===== src/rtl/fft_pkg.sv =====
// Shared constants and helpers for the 16-point CORDIC FFT core and its loader.
package fft_pkg;

  localparam int unsigned FFT_N  = 16;
  localparam int unsigned DATA_W = 16;
  localparam int unsigned OUT_W  = 17;
  localparam int unsigned IDX_W  = $clog2(FFT_N);

  typedef logic [IDX_W-1:0] idx_t;

  // Returns slice k of a flat FFT_N x DATA_W bus (slice k feeds xin/yin k+1).
  function automatic logic [DATA_W-1:0] bus_slice(input logic [FFT_N*DATA_W-1:0] bus,
                                                  input int unsigned k);
    return bus[k*DATA_W +: DATA_W];
  endfunction

endpackage


===== src/rtl/fft_hold_timer.sv =====
// Saturating hold counter: guarantees a presented frame stays put for HOLD_CYCLES cycles.
module fft_hold_timer #(
  parameter int unsigned HOLD_CYCLES = 16
) (
  input  logic clk_i,
  input  logic rst_ni,
  input  logic restart_i,
  output logic hold_ok_o
);

  localparam logic [7:0] HoldMax = 8'(HOLD_CYCLES - 1);

  logic [7:0] cnt_q, cnt_d;

  always_comb begin
    cnt_d = cnt_q;
    if (restart_i) begin
      cnt_d = '0;
    end else if (cnt_q < HoldMax) begin
      cnt_d = cnt_q + 8'd1;
    end
  end

  // Resetting to the saturated value lets the first frame present immediately.
  always_ff @(posedge clk_i or negedge rst_ni) begin
    if (!rst_ni) begin
      cnt_q <= HoldMax;
    end else begin
      cnt_q <= cnt_d;
    end
  end

  assign hold_ok_o = (cnt_q >= HoldMax);

endmodule


===== src/rtl/fft_in_frame_loader.sv =====
// Assembles a serial complex sample stream into 16-sample frames and presents them,
// double-buffered, as stable parallel buses for the FFT core inputs.
module fft_in_frame_loader #(
  parameter int unsigned DATA_W      = 16,
  parameter int unsigned FFT_N       = 16,
  parameter int unsigned HOLD_CYCLES = 16
) (
  input  logic                    clock,
  input  logic                    reset_n,
  input  logic                    s_valid,
  output logic                    s_ready,
  input  logic [DATA_W-1:0]       s_x,
  input  logic [DATA_W-1:0]       s_y,
  input  logic                    s_last,
  input  logic                    err_clear,
  output logic [FFT_N*DATA_W-1:0] frame_x,
  output logic [FFT_N*DATA_W-1:0] frame_y,
  output logic                    frame_strobe,
  output logic                    frame_valid,
  output logic [15:0]             frame_count,
  output logic                    err_framing
);

  import fft_pkg::idx_t;

  if (FFT_N != 16) begin : g_bad_fft_n
    $error("fft_in_frame_loader supports FFT_N == 16 only");
  end
  if (HOLD_CYCLES < 1 || HOLD_CYCLES > 255) begin : g_bad_hold
    $error("fft_in_frame_loader HOLD_CYCLES must be in 1..255");
  end

  localparam idx_t LastIdx = idx_t'(FFT_N - 1);

  idx_t                    wr_idx_q, wr_idx_d;
  logic [FFT_N*DATA_W-1:0] fill_x_q, fill_x_d, fill_y_q, fill_y_d;
  logic [FFT_N*DATA_W-1:0] frame_x_q, frame_x_d, frame_y_q, frame_y_d;
  logic                    full_q, full_d;
  logic                    strobe_q, valid_q, valid_d, err_q, err_d;
  logic [15:0]             count_q, count_d;

  logic hold_ok, accept, at_last, complete, early_last, late_last, transfer;

  assign s_ready    = !full_q;
  assign accept     = s_valid && s_ready;
  assign at_last    = (wr_idx_q == LastIdx);
  assign early_last = accept && s_last && !at_last;
  assign late_last  = accept && !s_last && at_last;
  assign complete   = accept && at_last;
  // full_q and complete are mutually exclusive since accept needs s_ready.
  assign transfer   = hold_ok && (full_q || complete);

  fft_hold_timer #(
    .HOLD_CYCLES(HOLD_CYCLES)
  ) u_hold_timer (
    .clk_i    (clock),
    .rst_ni   (reset_n),
    .restart_i(transfer),
    .hold_ok_o(hold_ok)
  );

  always_comb begin
    wr_idx_d = wr_idx_q;
    fill_x_d = fill_x_q;
    fill_y_d = fill_y_q;
    if (accept) begin
      if (early_last) begin
        wr_idx_d = '0;
      end else begin
        fill_x_d[int'(wr_idx_q)*DATA_W +: DATA_W] = s_x;
        fill_y_d[int'(wr_idx_q)*DATA_W +: DATA_W] = s_y;
        wr_idx_d = wr_idx_q + idx_t'(1);
      end
    end

    full_d = full_q;
    if (transfer) begin
      full_d = 1'b0;
    end else if (complete) begin
      full_d = 1'b1;
    end

    // Sourcing from fill_*_d lets the completing sample bypass straight into slot 15.
    frame_x_d = frame_x_q;
    frame_y_d = frame_y_q;
    if (transfer) begin
      frame_x_d = fill_x_d;
      frame_y_d = fill_y_d;
    end

    valid_d = valid_q || transfer;
    count_d = count_q + {15'd0, transfer};

    err_d = err_q;
    if (err_clear) begin
      err_d = 1'b0;
    end
    if (early_last || late_last) begin
      err_d = 1'b1;
    end
  end

  always_ff @(posedge clock or negedge reset_n) begin
    if (!reset_n) begin
      wr_idx_q  <= '0;
      fill_x_q  <= '0;
      fill_y_q  <= '0;
      frame_x_q <= '0;
      frame_y_q <= '0;
      full_q    <= 1'b0;
      strobe_q  <= 1'b0;
      valid_q   <= 1'b0;
      count_q   <= '0;
      err_q     <= 1'b0;
    end else begin
      wr_idx_q  <= wr_idx_d;
      fill_x_q  <= fill_x_d;
      fill_y_q  <= fill_y_d;
      frame_x_q <= frame_x_d;
      frame_y_q <= frame_y_d;
      full_q    <= full_d;
      strobe_q  <= transfer;
      valid_q   <= valid_d;
      count_q   <= count_d;
      err_q     <= err_d;
    end
  end

  assign frame_x      = frame_x_q;
  assign frame_y      = frame_y_q;
  assign frame_strobe = strobe_q;
  assign frame_valid  = valid_q;
  assign frame_count  = count_q;
  assign err_framing  = err_q;

endmodule


===== config.mk =====
export PLATFORM = sky130hd
export DESIGN_NAME = fft_in_frame_loader
export DESIGN_NICKNAME = d
export VERILOG_FILES = /design/src/rtl/fft_pkg.sv /design/src/rtl/fft_hold_timer.sv /design/src/rtl/fft_in_frame_loader.sv
export SDC_FILE = /design/constraint.sdc
export NUM_CORES = 2
export LEC_CHECK = 0
export BUFFER_PORTS_ARGS = -buffer_cell sky130_fd_sc_hd__buf_2
export CAP_MARGIN = 40
export CORE_MARGIN = 1.5
export CORE_UTILIZATION = 40
export CTS_CLUSTER_SIZE = 8
export DETAILED_ROUTE_END_ITERATION = 10
export PLACE_DENSITY = 0.58
export RECOVER_POWER = 50
export SETUP_SLACK_MARGIN = 0.1
export SYNTH_ARGS = -nofsm -noshare
export SYNTH_HDL_FRONTEND = slang
export SYNTH_HIERARCHICAL = 1
export SYNTH_SLANG_ARGS = --single-unit

===== constraint.sdc =====
create_clock -name clock -period 4.25 [get_ports clock]
set_input_delay 0.425 -clock clock [delete_from_list [all_inputs] [get_ports clock]]
set_output_delay 0.425 -clock clock [all_outputs]
set_load 0.01 [all_outputs]

**After elaboration in Yosys (flattened, before gate mapping)**

Index checks and enable logic that the tools add are counted.

- Memory bits (read-only): 0
- Bits of input ports: 37
- Bits in latches: 0
- Register bits after elaboration: 1056
- Memories kept: 0
- Bits in writable memories: 0
- Output and inout port bits: 532
- Word-level logic and storage cells: 50

- Shifts and indexed selects: 3
- Equality and inequality tests: 1
- $mul: 0
- Divide/modulo/power cells: 0
- Bitwise gates (word level): 0
- Muxes and demuxes: 13
- Magnitude comparators: 2
- Add/sub/neg operators: 4
- Reductions and logical operators: 16

Operators with widths:

| cell | count |
|---|---|
| $mux 256 | 4 |
| $bwmux 256 | 2 |
| $shiftx 16x34->256 | 2 |
| $shift 16x34->256 const A | 1 |
| $neg 8->34 | 1 |
| $add 16x1->16 | 1 |
| $mux 8 | 2 |
| $add 8x1->8 const B | 1 |
| $ge 8x4->1 const B | 1 |
| $lt 8x4->1 const B | 1 |
| $logic_and 1x1->1 | 7 |
| $reduce_bool 2->1 | 3 |
| $add 4x1->4 const B | 1 |
| $eq 4x4->1 const B | 1 |
| $mux 1 | 4 |
| $mux 4 | 1 |
| $logic_not 1->1 | 3 |
| $logic_or 1x1->1 | 3 |

**Depth between registers and ports, before layout**

- Depth after elaboration: 6
- Mapped depth: 14
- Mapped depth without buffers: 10

**Cells and area by module**

Netlist, hierarchy kept.

Modules (own cells, without submodules):

| module | area an instance (um^2) | cells an instance | times used | sequential area each (um^2) |
|---|---|---|---|---|
| fft_in_frame_loader | 42962.5 | 4250 | 1 | 26225.2 |
| fft_hold_timer | 350.3 | 31 | 1 | 205.2 |

**Least setup slack after synthesis**

No wires, ideal clock.

- Kind: register -> register
- From: reg wr_idx_q[1]
- To: reg count_q[15] (netlist: frame_count[15])
- Slack: 1.131 ns
- Arrival time: 2.995 ns
- Clock period less this slack: 3.119 ns
- Library setup time: 0.124 ns
- Cell stages (with the launch flop): 14
- Data required time: 4.126 ns
- Path buffers: 4
- Cells stage by stage: dfrtp_1 ha_1 a41oi_1 nand2b_1 buf_2 inv_2 buf_4 buf_2 buf_1 ha_1 nand2_1 nor4bb_1 nand4_1 xnor2_1

- Word-level cells in the longest chain between the ends: 5

Ends and longest elaborated chain:

| item | line | text |
|---|---|---|
| from (decl) | fft_in_frame_loader.sv:35 | `idx_t wr_idx_q, wr_idx_d;` |
| from (signal assigned) | fft_in_frame_loader.sv:116 | `wr_idx_q <= wr_idx_d;` |
| $eq 4x4->1 | fft_in_frame_loader.sv:46 | `assign at_last = (wr_idx_q == LastIdx);` |
| $logic_and 1x1->1 | fft_in_frame_loader.sv:49 | `assign complete = accept && at_last;` |
| $logic_or 1x1->1 | fft_in_frame_loader.sv:51 | `assign transfer = hold_ok && (full_q \|\| complete);` |
| $logic_and 1x1->1 | fft_in_frame_loader.sv:51 |  |
| via transfer | fft_in_frame_loader.sv:42 | `logic hold_ok, accept, at_last, complete, early_last, late_last, transfer;` |
| $add 16x1->16 | fft_in_frame_loader.sv:92 | `count_d = count_q + {15'd0, transfer};` |
| via count_d[15] | fft_in_frame_loader.sv:40 | `logic [15:0] count_q, count_d;` |
| to (signal assigned) | fft_in_frame_loader.sv:124 | `count_q <= count_d;` |
| to (decl) | fft_in_frame_loader.sv:40 |  |

The timed path passes the listed nets, and every way through them passes these cells.
A chain may end at the register's enable or synchronous reset.

**Worst setup path after layout**

- From: reg wr_idx_q[2]
- To: reg frame_x_q[43] (netlist: frame_x[43])

- Word-level cells in the longest chain between the ends: 5
- Elaborated cells between the ends (all ways): 12
- Classes of those cells: add/sub: 1; eq/ne: 1; shift: 2; mux: 3; reduce/logical: 5

Ends and longest elaborated chain:

| item | line | text |
|---|---|---|
| $neg 8->34 or $eq 4x4->1 (tied branches) | fft_in_frame_loader.sv:70, fft_in_frame_loader.sv:46 |  |
| $shiftx 16x34->256 (tied with other cells) | fft_in_frame_loader.sv:70 | `fill_x_d[int'(wr_idx_q)*DATA_W +: DATA_W] = s_x;` |
| $bwmux 256 or $logic_and 1x1->1 (tied branches) | fft_in_frame_loader.sv:70, fft_in_frame_loader.sv:47 |  |
| $mux 256 | fft_in_frame_loader.sv:67 | `if (early_last) begin` |
| $mux 256 | fft_in_frame_loader.sv:66 | `if (accept) begin` |
| to (signal assigned) | fft_in_frame_loader.sv:119 | `frame_x_q <= frame_x_d;` |
| to (decl) | fft_in_frame_loader.sv:37 | `logic [FFT_N*DATA_W-1:0] frame_x_q, frame_x_d, frame_y_q, frame_y_d;` |

Several ways; a longest one is shown, not always the timed one.

==> impl_metrics.toml <==
[global_route]
grt_overflow = 0
gr-usage-all-layers = 0.286
antenna_found_initial = 13
grt_max_degree = 210
grt_pass1_wl_um = 237000
grt_pass1_vias = 34943

[placement]
place_area_um2 = 47600
hpwl_um = 99300
io_buffers = 568
pre_cts_slack_ns = 0.694
finalWeightedCongestion = 0.798
dp_cells = 5916

[final_layout]
layout-drive-gt1-share = 0.132
nets = 4710
design_area_um2 = 51300
area_growth_pct = 18.4
final_cells = 6108

[sta]
setup_violations = 0
relSlewSlack = -0.831
fin_ws_ns = 0.690
fmax_mhz = 281
final.setup.tns_ns = 0
maxSlewViolCount = 79
period_needed_ns = 3.56
rsz0062_at_grt = "false"
whs_ns = 0.0613
finalHoldViolCount = 0
tightest_slew_ns = 2.75
post-route-period-util = 0.838
clock_skew_ns = 0.0245

[drt]
vias = 36538
ant_nets = 0
met3_length_um = 14200
drt_iter0_drc = 3470
top_layer = "met5"
wl_met1_um = 67900
route.met2.wl_um = 72500
drt-vias-per-instance = 5.98
drt_first_pass_iters = 7
wl_um = 161000
wl_per_cell_um = 26.3
drc = 0

[power]
ir_drop_v = 0.000338
powerDensity_nw_per_um2 = 474
power.static_leakage_uw = 0.0253

[clocking]
post-cts-setup-buffers = 0
numCtsBuffers = 150
clock_path_buffers = 3
clkLatencyLatePin_ns = 0.75
root_buffer = "clkbuf_16"
path_clk_slew_ns = 0.05
clock-sinks = 1056
cts_tree = "yes"
htreeDepth = 4

[synthesis]
synth_area_leaders = "dfrtp_1, a31oi_1, nand2_1, nand4_1, o21ai_0"
synth-edff-count = 0
synthCells = 4281
ys_seq_elements = 1056
synth_flop_cell = "dfrtp_1"
synth.net_count = 4324
yosysSeqAreaShare = 0.610
synthArstFlopShare = 1.00
synth_top_cell_by_area = "dfrtp_1"
avgSynthCellArea_um2 = 10.1
yosysUniqueCellTypes = 61
synth.top_cells.by_count = "dfrtp_1, nand2_1, nor2_1, a31oi_1, o21ai_0"
synth.top_cell.area_share = 0.608
synth_most_common_cell = "dfrtp_1"
synth_area_um2 = 43300
yosysWarnings = 6

[floorplan]
rows = 120
core_area_um2 = 107000
die_x_um = 332
fp.dieH_um = 332
dieArea_um2 = 110000
initial_core_util = 0.404
io_pins = 569

[worst_setup_path]
critPathArrivalTime_ns = 4.12
critPathLaunch = "wr_idx_q[2]"
timing.rr.start = "wr_idx_q[2]"
worstSetupEndpointType = "flip-flop"
reg2reg_slack_ns = 0.69
critPathMaxFanout = 34
cp-start-kind = "flip-flop"
required_ns = 4.82
criticalPathCategory = "reg -> reg"

[status]
outcome = "finished with violations"
violations = "max-capacitance violations, max-slew violations"

[worst_hold_path]
min_from = "s_valid"
min_path_type = "in -> reg"

[run]
drv_cap = 1
## where the power goes
part / internal (uW) / total [uW] / leakage, uW / switching, uW
clock: 6390 / 10800 / 0.00200 / 4410
sequential: 10600 / 10800 / 0.0147 / 149
combinational: 547 / 2710 / 0.00865 / 2160
## cell families after synthesis
logic type,share of synthesized area
simple gates,0.165
compound gates,0.172
flops,0.610
buf+inv,0.0467
xor+xnor,0.00430
fa+ha+maj,0.00173
mux,0.000520
## sequential cells by signal, indices dropped and copies added (netlist names)
name,count
frame_count,16
wr_idx_q,4
u_hold_timer/cnt_q,8
frame_strobe,1
fill_y_q,256
fill_x_q,256
full_q,1
frame_x,256
frame_y,256
err_framing,1
frame_valid,1
## area by class of cell
class	count	area, um^2
diodes	7	17.5
clock buffers	169	3880
clock inverters	14	220
fillers	10215	55900
inverters	41	161
multi-input cells	2743	15100
flip-flops and latches	1056	26400
well taps	1403	1760
repair buffers	675	3730
## metrics by stage
step / total power [uW] / utilization
2_1_floorplan: 12300 / -
3_3_place_gp: 13600 / 0.443
3_5_place_dp: 13600 / 0.444
4_1_cts: 24500 / 0.482
5_1_grt: 25100 / 0.478
6_report: 24300 / 0.478
## per-layer routing
metal,global-route usage,up-vias
met3,0.0848,303
li1,-,16232
met5,0,-
met4,0.114,6
met1,0.389,18544
met2,0.429,1453
## path summary, 6_finish.rpt
kind,endpoint,cells after the start
worst max-delay path,frame_x[43],7
worst max register to register,frame_x[43],7
worst min-delay path,wr_idx_q[2],3
worst min register to register,frame_valid,1
max in group asynchronous,frame_y[109],3
min in group asynchronous,frame_x[178],2
## layout by cell type (no fill, tap or decap), drive strengths merged, types with 16 or more instances in the layout
cell and n:
and3 16, inv 49, clkbuf 449, nand2 527
buf 393, a31oi 426, a21oi 40, o211ai 71
nand3 122, and4 32, dfrtp 1052, o31ai 203
nand4 306, a22o 30, nor2 452, o21ai 379
and2 23
## worst max-delay path, stage by stage, from the launching register on
cell and delay (ns):
dfrtp_1 0.76, nor3_1 0.15, ha_2 0.61, and2_1 0.49, nand3_4 0.51, buf_12 0.39, o31ai_1 0.30, a31oi_1 0.14
## what timing repair did
action | in CTS | in global routing
endpoints found under the hold margin | 68 | 0
resized for setup | 0 | 0
hold buffers | 2 | 0
setup endpoints to repair | 0 | 0
(Power assumes the default switching activity.)
